<file path="config.mk">
export PLATFORM = sky130hd
export DESIGN_NAME = dmp_ld_return_flat
export DESIGN_NICKNAME = d
export VERILOG_FILES = /design/src/rtl/dmp_ld_return_if.sv /design/src/rtl/dmp_ld_return.sv /design/src/flat_wrapper.sv
export SDC_FILE = /design/constraint.sdc
export NUM_CORES = 1
export LEC_CHECK = 0
export CORE_MARGIN = 2
export CORE_UTILIZATION = 41
export CTS_BUF_LIST = sky130_fd_sc_hd__clkbuf_4 sky130_fd_sc_hd__clkbuf_8 sky130_fd_sc_hd__clkbuf_16
export CTS_CLUSTER_DIAMETER = 150
export DETAILED_ROUTE_END_ITERATION = 6
export PLACE_DENSITY_LB_ADDON = 0.08
export SLEW_MARGIN = 40
export SYNTH_ARGS = -nofsm -noshare
export SYNTH_HDL_FRONTEND = slang
export SYNTH_SLANG_ARGS = --single-unit
export TNS_END_PERCENT = 100
</file>
<file path="constraint.sdc">
create_clock -name clk -period 3.9 [get_ports clk]
set_input_delay 0.39 -clock clk [delete_from_list [all_inputs] [get_ports clk]]
set_output_delay 0.39 -clock clk [all_outputs]
set_load 0.01 [all_outputs]
</file>
<file path="src/rtl/dmp_ld_return_if.sv">
// Load-return bus bundle between the pipeline, the three load targets
// (DCCM, ICCM, peripheral) and the return-tracking block.
interface dmp_ld_return_if;
    logic        ld_req;
    logic        is_ldst_ram;
    logic        is_code_ram;
    logic        is_peripheral;
    logic        ldst_dvalid;
    logic        code_dvalid;
    logic        per_dvalid;
    logic [31:0] ldst_drd;
    logic [31:0] code_drd;
    logic [31:0] per_drd;
    logic        holdup_ld;
    logic        ld_accept;
    logic        ld_dvalid;
    logic [31:0] ld_drd;
    logic        ld_err;
    logic [1:0]  outstanding;

    // Return-tracking block side
    modport slave (
        input  ld_req, is_ldst_ram, is_code_ram, is_peripheral,
        input  ldst_dvalid, code_dvalid, per_dvalid,
        input  ldst_drd, code_drd, per_drd,
        output holdup_ld, ld_accept, ld_dvalid, ld_drd, ld_err, outstanding
    );

    // Pipeline / target side
    modport master (
        output ld_req, is_ldst_ram, is_code_ram, is_peripheral,
        output ldst_dvalid, code_dvalid, per_dvalid,
        output ldst_drd, code_drd, per_drd,
        input  holdup_ld, ld_accept, ld_dvalid, ld_drd, ld_err, outstanding
    );
endinterface

</file>
<file path="src/rtl/dmp_ld_return.sv">
// Load-return tracker: counts outstanding loads to a single target at a
// time, stalls requests that would mix targets or overflow, and forwards the
// matching target's return data (or a bus error for unmapped loads).
module dmp_ld_return #(
    parameter int unsigned MAX_OUT = 3
) (
    input  logic            clk,
    input  logic            rst_a,
    dmp_ld_return_if.slave  bus
);

    typedef enum logic [2:0] {
        IDLE,
        BUSY_LDST,
        BUSY_CODE,
        BUSY_PER,
        ERR
    } state_t;

    state_t      r_state;
    logic [1:0]  r_count;
    logic        r_dvalid;
    logic        r_err;
    logic [31:0] r_drd;

    logic        w_unmapped;
    logic        w_tgt_match;
    logic        w_full;
    logic        w_busy;
    logic        w_holdup;
    logic        w_accept;
    logic        w_ret;
    logic [31:0] w_ret_data;
    state_t      w_tgt_state;

    // Target decode, stall decision and return selection for the current target
    always_comb begin
        w_unmapped  = ~(bus.is_ldst_ram | bus.is_code_ram | bus.is_peripheral);
        w_tgt_state = IDLE;
        if (bus.is_ldst_ram)        w_tgt_state = BUSY_LDST;
        else if (bus.is_code_ram)   w_tgt_state = BUSY_CODE;
        else if (bus.is_peripheral) w_tgt_state = BUSY_PER;

        w_tgt_match = ~w_unmapped && (w_tgt_state == r_state);
        w_full      = (r_count == 2'(MAX_OUT));
        w_busy      = (r_count != 2'd0);
        w_holdup    = bus.ld_req & ((r_state == ERR) | w_full | (w_busy & ~w_tgt_match));
        w_accept    = bus.ld_req & ~w_holdup;

        w_ret      = 1'b0;
        w_ret_data = '0;
        case (r_state)
            BUSY_LDST: begin
                w_ret      = bus.ldst_dvalid;
                w_ret_data = bus.ldst_drd;
            end
            BUSY_CODE: begin
                w_ret      = bus.code_dvalid;
                w_ret_data = bus.code_drd;
            end
            BUSY_PER: begin
                w_ret      = bus.per_dvalid;
                w_ret_data = bus.per_drd;
            end
            default: begin
                w_ret      = 1'b0;
                w_ret_data = '0;
            end
        endcase
        w_ret = w_ret & w_busy;
    end

    // State, outstanding count and registered return outputs
    always_ff @(posedge clk or negedge rst_a) begin
        if (!rst_a) begin
            r_state  <= IDLE;
            r_count  <= '0;
            r_dvalid <= 1'b0;
            r_err    <= 1'b0;
            r_drd    <= '0;
        end else begin
            r_dvalid <= 1'b0;
            r_err    <= 1'b0;
            if (w_ret) begin
                r_dvalid <= 1'b1;
                r_drd    <= w_ret_data;
            end
            case (r_state)
                IDLE: begin
                    if (w_accept) begin
                        if (w_unmapped) begin
                            r_state  <= ERR;
                            r_dvalid <= 1'b1;
                            r_err    <= 1'b1;
                            r_drd    <= '0;
                        end else begin
                            r_state <= w_tgt_state;
                            r_count <= 2'd1;
                        end
                    end
                end
                ERR: begin
                    r_state <= IDLE;
                end
                default: begin
                    // Simultaneous accept and return cancel out on the count
                    if (w_accept && !w_ret) begin
                        r_count <= r_count + 2'd1;
                    end else if (!w_accept && w_ret) begin
                        r_count <= r_count - 2'd1;
                        if (r_count == 2'd1) r_state <= IDLE;
                    end
                end
            endcase
        end
    end

    assign bus.holdup_ld   = w_holdup;
    assign bus.ld_accept   = w_accept;
    assign bus.ld_dvalid   = r_dvalid;
    assign bus.ld_err      = r_err;
    assign bus.ld_drd      = r_drd;
    assign bus.outstanding = r_count;

endmodule
</file>
<file path="src/flat_wrapper.sv">
// flat-port wrapper written by rule: the top's interface ports become plain ports
module dmp_ld_return_flat 
#(
    parameter int unsigned MAX_OUT = 3
)
  (clk, rst_a, bus_ld_req, bus_is_ldst_ram, bus_is_code_ram, bus_is_peripheral, bus_ldst_dvalid, bus_code_dvalid, bus_per_dvalid, bus_ldst_drd, bus_code_drd, bus_per_drd, bus_holdup_ld, bus_ld_accept, bus_ld_dvalid, bus_ld_drd, bus_ld_err, bus_outstanding);
  dmp_ld_return_if bus_i ();
  input  logic clk;
  input  logic rst_a;
  input wire logic [$bits(bus_i.ld_req)-1:0] bus_ld_req;
  input wire logic [$bits(bus_i.is_ldst_ram)-1:0] bus_is_ldst_ram;
  input wire logic [$bits(bus_i.is_code_ram)-1:0] bus_is_code_ram;
  input wire logic [$bits(bus_i.is_peripheral)-1:0] bus_is_peripheral;
  input wire logic [$bits(bus_i.ldst_dvalid)-1:0] bus_ldst_dvalid;
  input wire logic [$bits(bus_i.code_dvalid)-1:0] bus_code_dvalid;
  input wire logic [$bits(bus_i.per_dvalid)-1:0] bus_per_dvalid;
  input wire logic [$bits(bus_i.ldst_drd)-1:0] bus_ldst_drd;
  input wire logic [$bits(bus_i.code_drd)-1:0] bus_code_drd;
  input wire logic [$bits(bus_i.per_drd)-1:0] bus_per_drd;
  output wire logic [$bits(bus_i.holdup_ld)-1:0] bus_holdup_ld;
  output wire logic [$bits(bus_i.ld_accept)-1:0] bus_ld_accept;
  output wire logic [$bits(bus_i.ld_dvalid)-1:0] bus_ld_dvalid;
  output wire logic [$bits(bus_i.ld_drd)-1:0] bus_ld_drd;
  output wire logic [$bits(bus_i.ld_err)-1:0] bus_ld_err;
  output wire logic [$bits(bus_i.outstanding)-1:0] bus_outstanding;
  assign bus_i.ld_req = bus_ld_req;
  assign bus_i.is_ldst_ram = bus_is_ldst_ram;
  assign bus_i.is_code_ram = bus_is_code_ram;
  assign bus_i.is_peripheral = bus_is_peripheral;
  assign bus_i.ldst_dvalid = bus_ldst_dvalid;
  assign bus_i.code_dvalid = bus_code_dvalid;
  assign bus_i.per_dvalid = bus_per_dvalid;
  assign bus_i.ldst_drd = bus_ldst_drd;
  assign bus_i.code_drd = bus_code_drd;
  assign bus_i.per_drd = bus_per_drd;
  assign bus_holdup_ld = bus_i.holdup_ld;
  assign bus_ld_accept = bus_i.ld_accept;
  assign bus_ld_dvalid = bus_i.ld_dvalid;
  assign bus_ld_drd = bus_i.ld_drd;
  assign bus_ld_err = bus_i.ld_err;
  assign bus_outstanding = bus_i.outstanding;
  dmp_ld_return #(.MAX_OUT(MAX_OUT)) u_core (.clk(clk), .rst_a(rst_a), .bus(bus_i));
endmodule
</file>
Word-level counts from Yosys, hierarchy flattened:

Cells that the tools add are included.

* bits of input ports: 105
* register bits after elaboration: 39

* equal/unequal tests: 10
* reduce and logical (&&, ||, !) cells: 12
* muxes and demuxes: 27
* add/subtract/negate cells: 2
* bitwise operators: 11

Operators with widths (number)
* $mux W32: 4
* $pmux W32 S3: 1
* $mux W3: 7
* $mux W2: 5
* $reduce_bool A3 Y1: 3
* $reduce_and A4 Y1: 2
* $mux W1: 7
* $eq A3 B2 Y1 const B: 2
* $pmux W3 S2: 1
* $and A1 B1 Y1: 4
* $ne A2 B1 Y1 const B: 2
* $or A1 B1 Y1: 4
* $pmux W2 S2: 1
* $eq A3 B1 Y1 const B: 1
* $eq A3 B3 Y1: 1
* $eq A3 B3 Y1 const B: 1
* $logic_and A1 B1 Y1: 3
* $logic_not A3 Y1: 1
* $ne A3 B2 Y1 const B: 1
* $not A1 Y1: 3
* $pmux W1 S3: 1
* $add A2 B1 Y2 const B: 1
* $eq A2 B1 Y1 const B: 1
* $eq A2 B2 Y1 const B: 1
* other kinds (3): 4

Longest topological paths before layout:

* depth in word-level cells: 16
* gate-level depth with buffers: 8
* depth with buffers taken out: 8

Worst setup path before layout:

Ideal clock, no wire load.

* path kind: reg2reg
* start: reg u_core.r_count[1], in the netlist u_core.bus.outstanding[1]
* end: reg u_core.r_drd[21], in the netlist u_core.bus.ld_drd[21]
* clock period less this slack: 1.831 ns
* path buffers: 3
* stages on the path, launching flop included: 9
* arrival: 1.713 ns
* slack: 2.069 ns
* cell sequence: dfrtp_1 > inv_1 > ha_1 > a2111o_1 > buf_2 > buf_6 > buf_2 > a21oi_1 > nor2_1

* cells in the longest elaborated chain, start to end: 8
* elaborated cells between the ends (all ways): 13

RTL lines
* start: declaration: line dmp_ld_return.sv:21 `logic [1:0] r_count;`
* start signal: assignment: line dmp_ld_return.sv:108 `r_count <= r_count + 2'd1;`
* start signal: assignment: line dmp_ld_return.sv:110 `r_count <= r_count - 2'd1;`
* $eq A2 B2 Y1 or $reduce_bool A2 Y1 (tied branches): line dmp_ld_return.sv:45, dmp_ld_return.sv:46
* $or A1 B1 Y1 or $and A1 B1 Y1 (tied branches): line dmp_ld_return.sv:47 `w_holdup = bus.ld_req & ((r_state == ERR) | w_full | (w_busy & ~w_tgt_match));`
* $or A1 B1 Y1: line dmp_ld_return.sv:47
* $and A1 B1 Y1: line dmp_ld_return.sv:47
* $not A1 Y1: line dmp_ld_return.sv:48 `w_accept = bus.ld_req & ~w_holdup;`
* $and A1 B1 Y1: line dmp_ld_return.sv:48
* $mux W32: line dmp_ld_return.sv:90 `if (w_accept) begin`
* $mux W32 *: line dmp_ld_return.sv:88 `case (r_state)`
* end signal: assignment: line dmp_ld_return.sv:86 `r_drd <= w_ret_data;`
* end: declaration: line dmp_ld_return.sv:24 `logic [31:0] r_drd;`

Every way passes the cells marked *; elsewhere a longest branch is shown, timed or not.
A chain may end at the register's enable or synchronous reset.

Worst setup path after layout:

* start: reg u_core.r_state[1]
* end: out bus_ld_accept

* cells in the longest elaborated chain, start to end: 8
* elaborated cells between the ends (all ways): 10

RTL lines
* start: declaration: line dmp_ld_return.sv:20 `state_t r_state;`
* start signal: assignment: line dmp_ld_return.sv:97 `r_state <= w_tgt_state;`
* $eq A3 B3 Y1: line dmp_ld_return.sv:44 `w_tgt_match = ~w_unmapped && (w_tgt_state == r_state);`
* $logic_and A1 B1 Y1: line dmp_ld_return.sv:44
* $not A1 Y1: line dmp_ld_return.sv:47
* $and A1 B1 Y1: line dmp_ld_return.sv:47
* $or A1 B1 Y1 *: line dmp_ld_return.sv:47
* $and A1 B1 Y1 *: line dmp_ld_return.sv:47
* $not A1 Y1 *: line dmp_ld_return.sv:48
* $and A1 B1 Y1 *: line dmp_ld_return.sv:48
* end: declaration: line flat_wrapper.sv:21 `output wire logic [$bits(bus_i.ld_accept)-1:0] bus_ld_accept;`

Marks and branches as above.

==> reports/results.tsv <==
stage	metric	value	unit
sta	tns	0	ps
clock_tree	clk_latency	290	ps
yosys	synthSimpleGateAreaFrac	15.3	%
clock_tree	htreeDepth	2	
hold_path	holdCritPathClass	in2async	
global_routing	grt_pass1_wl	10.8	mm
clock_tree	cts_hold_buf	0	
detailed_routing	vias_per_cell	5.19	
critical_path	max_stage_delay	530	ps
yosys	synthAdderAreaFrac	1.52	%
sta	max_freq	361	MHz
global_routing	gr-total-overflow	0	
sta	fin_worst_skew	9.44	ps
global_routing	antenna_found_initial	0	
clock_tree	cts_root_buffer	clkbuf_8	
critical_path	critPathLaunchType	register	
place	place_congestion	0.838	
detailed_routing	drc	0	
yosys	ys.flop_type	dfrtp_1	
critical_path	crit_required	3510	ps
detailed_routing	routedWlPerCell	14.3	um
sta	drv_slew	0	
yosys	synth_edf_count	0	
yosys	syn_avg_cell_area	8.79	um^2
yosys	synth_area_leaders	dfrtp_1 (39%), mux2_2 (15%), nor2_1 (10%)	
critical_path	reg2regPathDepth	8	
sta	worst_slew_pin_slew	503	ps
floorplanning	die_area	0.00666	mm^2
detailed_routing	antenna_left	0	
yosys	synth_common_cells	nor2_1 (67), dfrtp_1 (39), a21oi_1 (37)	
finish	drive_gt1_share	13.6	%
critical_path	reg2reg_setup_slack	1650	ps
place	placed_area	0.00394	mm^2
yosys	synth_top_family_by_area	compound AO/OA/AOI/OAI gates	
yosys	synth_fp_nets	389	
finish	antenna_cells	0	
finish	fin_util	68.8	%
sta	setup_viol	0	
yosys	ys_warn_count	0	
finish	nFillCells	527	
yosys	ys_seq_area_share	39.5	%
pwr	leakagePower	0.00161	uW
floorplanning	rows	28	
finish	area_growth	63.9	%
pwr	peakVddDrop	148	uV
global_routing	grt_max_degree	40	
critical_path	critPathCaptureType	output pin	
clock_tree	post_cts_buffers	0	
finish	multi_input_area	0.00135	mm^2
floorplanning	initial_core_util	42.0	%
sta	period_needed	2770	ps
yosys	synth.largest_area_cell	dfrtp_1	
clock_tree	cts-resized-gates	0	
finish	fin_area	0.00405	mm^2
detailed_routing	via_count	2535	
yosys	synth-seq-cells	39	
floorplanning	die_w	81.6	um
yosys	syn_inst	281	
yosys	synthXorXnorAreaFrac	0.354	%
pwr	power	874	uW
yosys	netlist_area	0.00247	mm^2
detailed_routing	drtIter0Drc	82	
clock_tree	clk_pin_slew	70	ps
floorplanning	core	0.00589	mm^2
critical_path	slowest_stage	clkdlybuf4s50_1	
place	io_buffers	142	
global_routing	grt_pass1_vias	2328	
yosys	synth_compound_area_share	22.1	%
clock_tree	cts_buffer_depth	2	
sta	slew_headroom	66.5	%
clock_tree	cts_tree	done	
flow_run	maxCapViolCount	0	
floorplanning	io_pins	143	
sta	grt_setup_unrepaired	no	
yosys	async_flop_share	100	%
critical_path	critPathArrivalTime	2380	ps
sta	hold_viol_final	0	
pwr	p_per_area	216	mW/mm^2
detailed_routing	drt-total-wl	6.98	mm
critical_path	r2r-end	u_core.r_state[1]	
clock_tree	clkSinkCount	39	
yosys	synthDominantCellAreaShare	39.5	%
sta	post-route-period-util	71.0	%
critical_path	rr_startpoint	u_core.bus.outstanding[1]	
status	status	finished, final reports clean	
sta	hold-worst-slack	68.8	ps
yosys	synth.distinct_cells	30	
critical_path	path_buf_inv	3	
floorplanning	die_h	81.6	um
detailed_routing	firstDrtPassIters	4	
yosys	synth.most_common_cell	nor2_1	
critical_path	crit_type	reg2out	
critical_path	cp_max_fo	32	
place	hpwl	5.26	mm
yosys	synth_mux_area_share	15.0	%
finish	final_nets	520	
clock_tree	numCtsBuffers	5	
critical_path	worst_path_dominant_cell_family	buffers and inverters	
finish	seqCellArea	978	um^2
critical_path	path_cells	buf_4 > o21ai_0 > a21oi_1 > o31ai_2 > inv_1 > clkdlybuf4s50_1	
global_routing	gr-usage-all-layers	21.0	%
## worst max path at each step
stage | startpoint | endpoint | cells after the start
2_1_floorplan | u_core.bus.outstanding[1] | u_core.bus.ld_drd[21] | 8
3_5_place_dp | u_core.r_state[0] | bus_holdup_ld | 6
6_report | u_core.r_state[1] | bus_ld_accept | 6
3_3_place_gp | u_core.r_state[0] | u_core.bus.outstanding[0] | 5
4_1_cts | u_core.r_state[0] | bus_holdup_ld | 6
5_1_grt | u_core.r_state[1] | bus_ld_accept | 6
## cells in the final DEF, fill, tap and decap left out
| cell type | n |
|---|---|
| buf_4 | 6 |
| nor2_1 | 67 |
| a2111o_2 | 1 |
| nand2b_1 | 5 |
| nor3_1 | 6 |
| o31ai_1 | 1 |
| buf_16 | 1 |
| o22ai_1 | 1 |
| o31ai_2 | 2 |
| o221ai_1 | 1 |
| or3_1 | 2 |
| a21oi_2 | 1 |
| a22oi_1 | 32 |
| and3b_1 | 1 |
| mux2_2 | 32 |
| bufinv_16 | 1 |
| clkinv_2 | 1 |
| a21oi_1 | 37 |
| mux2i_1 | 1 |
| clkdlybuf4s50_1 | 141 |
| nand3_1 | 2 |
| o21ai_0 | 6 |
| clkbuf_8 | 5 |
| nor2b_2 | 2 |
| o211ai_1 | 1 |
| dfrtp_1 | 37 |
| xnor2_1 | 1 |
| nand2_1 | 4 |
| nand3b_1 | 1 |
| o21a_1 | 2 |
| ha_1 | 3 |
| inv_1 | 5 |
| clkinv_4 | 1 |
| dfrtp_2 | 2 |
| buf_8 | 1 |
## flip-flops by register name (all words and copies together), names as in the netlist
register and flops:
u_core.bus.ld_dvalid 1, u_core.bus.ld_err 1, u_core.r_state 3, u_core.bus.ld_drd 32, u_core.bus.outstanding 2
## layout make-up
type,count,area share [%]
repair buffers,149,37.0
multi-input cells,212,33.3
flip-flops and latches,39,24.2
well taps,75,2.32
clock buffers,5,1.70
clock inverters,3,1.08
inverters,5,0.463
## metal layers
layer	routed length [um]	vias to the layer above	GRT usage [%]
met4	155	0	8.33
met5	0	-	0
met3	592	13	6.15
met2	3500	83	35.9
met1	2740	1181	24.9
li1	-	1258	-
## cell families (layout without fill, tap and decap cells)
group | Yosys count | in the layout
mux | 33 | 33
flops | 39 | 39
buf+inv | 30 | 162
simple gates | 90 | 90
fa+ha+maj | 3 | 3
xor+xnor | 1 | 1
compound gates | 85 | 85
## per-stage QoR
step	setup slack, ps	std cells
after floorplan	2070	281
after global placement	1340	478
after detailed placement	1270	480
after CTS	955	488
after global routing	953	488
final	1130	488
## report_power, final
group | internal [uW] | switching [uW] | leakage (uW)
clock network | 190 | 143 | 0.0000581
logic | 106 | 30.0 | 0.00102
registers | 404 | 0 | 0.000537
total | 700 | 174 | 0.00161
(Power assumes the default switching activity.)
==> patch 1: new RTL, same settings <==
Encoding of `state_t`: now Gray code (3 bits for 5 states).
--- a/src/rtl/dmp_ld_return.sv
+++ b/src/rtl/dmp_ld_return.sv
@@ -10,11 +10,11 @@
 );
 
     typedef enum logic [2:0] {
-        IDLE,
-        BUSY_LDST,
-        BUSY_CODE,
-        BUSY_PER,
-        ERR
+        IDLE      = 3'b000,
+        BUSY_LDST = 3'b001,
+        BUSY_CODE = 3'b011,
+        BUSY_PER  = 3'b010,
+        ERR       = 3'b110
     } state_t;
 
     state_t      r_state;
Behaviour: same outputs for any inputs over 10 cycles, from zero or initial values and one cycle with rst_a low; not proved beyond that.
==> patch 1 against the unedited design <==
Worst setup slack worse by 0.27 ns; final area is 0.46% lower; area after synthesis is 0.81% higher; cell count is 0.61% higher; sequential cell count stayed put; fmax is 9.0% lower; routed wire length is 1.5% higher; critical path type unchanged; critical endpoint unchanged.
Power is not compared: it rests on default switching activity, and its combinational part moved more than twofold at a synthesized area within 25%.
==> patch 1: results (changes against the unedited design) <==
Dpl cells -> 483 (+0.63%)
DR WL/cell -> 14.4 µm (+0.93%)
First-pass GRT wire length -> 10800 µm (-0.57%)
Initial antenna violation count -> 0 (unchanged)
Post-synth top flop -> dfrtp_1
Clock Pin Slew Worst Setup and Hold Paths -> 0.08 ns
Crit path to -> bus_ld_accept
R2r endpoint -> u_core.bus.ld_drd[19]$_DFF_PN0_
CTS-repair resized insts -> 0 (unchanged)
Gr usage total -> 0.208 (-0.00275)
DR pass1 iterations -> 4 (unchanged)
Final HPWL DP -> 5130 µm (-2.4%)
Syn nets -> 393 (+1.0%)
Skew final -> 0.00454 ns (-0.00490 ns)
Largest net degree at the start of global routing -> 41 (+2.5%)
Ys Warns -> 0 (unchanged)
PortBufs -> 142 (unchanged)
Synth Area in Adders -> 0.0151 (-0.000122)
Post-Synth XOR/XNOR Area -> 0 (-0.00354)
Drt via density -> 5.25 (+1.0%)
Diodes inserted -> 0 (unchanged)
Max Clk Rate -> 0.329 GHz (-9.0%)
Iter 0 DRT Violations -> 137 (+67%)
P_leak -> 1.64 nW
CP max FO -> 20 (-38%)
Hold WC Path Type -> input pin to async pin
FF-to-FF setup slack -> 1.37 ns (-0.28 ns)
DP Worst Slack -> 1.08 ns (-0.190 ns)
Gate Count Post-Synth -> 285 (+1.4%)
Antenna-violating nets left -> 0 (unchanged)
Synth cell count leaders -> nor2_1 (68), dfrtp_1 (39), a21oi_1 (36)
Sequential area share after synthesis -> 0.392 (-0.00317)
Number of global-route vias before repair -> 2335 (+0.30%)
R2R Path Start -> u_core.r_state[0]$_DFFE_PN0P_
Netlist cell types -> 31 (+3.3%)
Outcome -> complete, no violations
Nets -> 523 (+0.58%)
Slew headroom -> 0.503 (-0.162)
Root Buffer Master -> clkbuf_8
Ranking of synthesized cells by area -> dfrtp_1 (39%), mux2_2 (15%), nor2_1 (10%), a22oi_1 (9.9%), a21oi_1 (7.2%)
CP Launch Point -> u_core.r_state[0]$_DFFE_PN0P_
Share of cells above drive strength 1 -> 0.127 (-0.00819)
Final wirelength -> 7090 µm (+1.5%)
GP Congestion -> 0.854 (+1.9%)
Mux cell area share after synthesis -> 0.149 (-0.000702)
CTS H-tree depth -> 2 (unchanged)
Synth Area in Compound Gates -> 0.224 (+0.00275)
Clk buf depth -> 2 (unchanged)
CP arrival -> 2.65 ns (+0.27 ns)
R2R cell count -> 6 (-2)
patch 1: cells by family after synthesis:
logic type      count (synthesis)
buf+inv                        28
flops                          39
compound gates                 87
simple gates                   95
mux                            33
fa+ha+maj                       3
patch 1: layout make-up:
| class | instances | area (µm²) |
|---|---|---|
| Fill cell | 520 | 1850 |
| Multi-Input combinational cell | 218 | 1400 |
| Timing Repair Buffer | 147 | 1460 |
| Clock inverter | 1 | 5.00 |
| Clock buffer | 7 | 83.8 |
| Inverter | 4 | 15.0 |
| Sequential cell | 39 | 980 |
| Tap cell | 75 | 93.8 |
patch 1: worst max-delay path, stage by stage (launching register included):
cell and delay (ns):
dfrtp_1 0.66, or3b_1 0.54, a211o_1 0.31, a21boi_2 0.27, clkdlybuf4s50_1 0.59
patch 1: stage by stage:
stage	hold slack, ns	cell area [µm²]	total power, mW
final	0.0561	4030	2.03
after global routing	0.102	4030	2.18
after CTS	0.0785	4030	2.05
after detailed placement	0.393	3940	1.76
after global placement	0.492	3940	1.74
after floorplan	0.0944	2490	1.28
patch 1: routing by layer:
layer | wire, µm | GRT usage
met1 | 2930 | 0.253
met3 | 642 | 0.0593
met4 | 97 | 0.0700
met2 | 3420 | 0.351
met5 | 0 | 0
patch 1: power by group through the flow:
stage | Combinational, mW | Clock [mW] | Sequential, mW
2_1_floorplan | 0.632 | 0 | 0.645
5_1_grt | 1.20 | 0.301 | 0.683
3_3_place_gp | 1.08 | 0 | 0.661
4_1_cts | 1.10 | 0.286 | 0.663
3_5_place_dp | 1.09 | 0 | 0.670
6_report | 1.09 | 0.279 | 0.661
==> patch 2: new RTL, same flow settings <==
Made on the original files. Make the reset (`rst_a`) synchronous in one clocked block.
--- a/src/rtl/dmp_ld_return.sv
+++ b/src/rtl/dmp_ld_return.sv
@@ -71,7 +71,7 @@
     end
 
     // State, outstanding count and registered return outputs
-    always_ff @(posedge clk or negedge rst_a) begin
+    always_ff @(posedge clk) begin
         if (!rst_a) begin
             r_state  <= IDLE;
             r_count  <= '0;
Check against the original RTL: differs if rst_a is asserted again (counterexample within 4 cycles, from zero or initial values and one cycle with rst_a low); with rst_a held inactive, the same outputs for 10 cycles.
==> patch 2 against the unedited design <==
Final area down 2.6%; sequential cell count stayed put; area after synthesis down 5.8%; worst setup slack worse by 0.24 ns; clock skew is 0.0056 ns lower; routed wire length is 3.5% higher; first-iteration DRC count grew 40%.
Power is not compared: it rests on default switching activity, and its combinational part moved more than twofold at a synthesized area within 25%.
==> patch 2: results (changes against the unedited design) <==
Core Area -> 0.00551 mm² (-6.4%)
Inverters -> 8 (+3)
R2R cell count -> 6 (-2)
Multi-input gate share of total cell area -> 0.361 (+0.0285)
Hold WS -> 0.450 ns (+0.381 ns)
Netlist cell types -> 44 (+47%)
Outcome -> complete, no violations
Synth Area in Adders -> 0.0161 (+0.000930)
Clock buffer count -> 6 (+1)
Syn nets -> 399 (+2.6%)
Largest net degree at the start of global routing -> 27 (-33%)
Met3 Usage GRT -> 0.0864 (+0.0248)
Slew headroom -> 0.508 (-0.157)
Gr usage total -> 0.229 (+0.0182)
DR WL met3 -> 662 µm (+12%)
FF-to-FF setup slack -> 1.12 ns (-0.53 ns)
Number of global-route vias before repair -> 2483 (+6.7%)
Sequential portion of the cell area -> 0.198 (-0.0434)
Drt via density -> 5.27 (+1.4%)
Skew final -> 0.00385 ns (-0.00559 ns)
Iter 0 DRT Violations -> 115 (+40%)
Average cell area after synthesis -> 8.00 µm² (-9.0%)
Fill cell count -> 469 (-11%)
CP arrival -> 2.62 ns (+0.24 ns)
Share of cells above drive strength 1 -> 0.0540 (-0.0816)
R2R Path Start -> u_core.r_state[1]$_SDFFE_PN0P_
First-pass GRT wire length -> 11400 µm (+5.5%)
Non-clk bufs -> 150 (+0.67%)
Final HPWL DP -> 5410 µm (+2.8%)
R2r endpoint -> u_core.bus.ld_drd[25]$_SDFF_PN0_
Synth cell count leaders -> nand2_1 (70), dfxtp_1 (39), a21oi_1 (37)
Final wirelength -> 7230 µm (+3.5%)
Post-Synth XOR/XNOR Area -> 0 (-0.00354)
Grt met1 use -> 0.251 (+0.00175)
Placed Instance Area -> 0.00381 mm² (-3.2%)
Met2 Usage GRT -> 0.420 (+0.0613)
DR WL met2 -> 3700 µm (+5.9%)
GP Congestion -> 0.876 (+4.5%)
Dpl cells -> 490 (+2.1%)
Synth Area in Compound Gates -> 0.274 (+0.0527)
DR WL/cell -> 14.5 µm (+1.5%)
Mux cell area share after synthesis -> 0.142 (-0.00748)
[patch 2: worst max path at each step]
| stage | cells past startpoint | startpoint | to | slack (ns) |
|---|---|---|---|---|
| 2_1_floorplan | 9 | u_core.bus.outstanding[0]$_SDFFE_PN0P_ | u_core.bus.outstanding[0]$_SDFFE_PN0P_ | 2.01 |
| 3_3_place_gp | 7 | bus_is_code_ram | bus_ld_accept | 1.10 |
| 3_5_place_dp | 7 | bus_is_ldst_ram | bus_ld_accept | 1.08 |
| 4_1_cts | 7 | u_core.r_state[1]$_SDFFE_PN0P_ | bus_ld_accept | 0.86 |
| 5_1_grt | 7 | u_core.r_state[1]$_SDFFE_PN0P_ | bus_ld_accept | 0.69 |
| 6_report | 7 | u_core.r_state[1]$_SDFFE_PN0P_ | bus_ld_accept | 0.89 |
[patch 2: critical path, cell delays in order, from the launching register on]
cell and delay [ns]:
dfxtp_2 0.67, buf_4 0.42, inv_1 0.18, a21oi_1 0.19, o31ai_1 0.09, buf_4 0.19, inv_2 0.06, clkdlybuf4s50_1 0.52
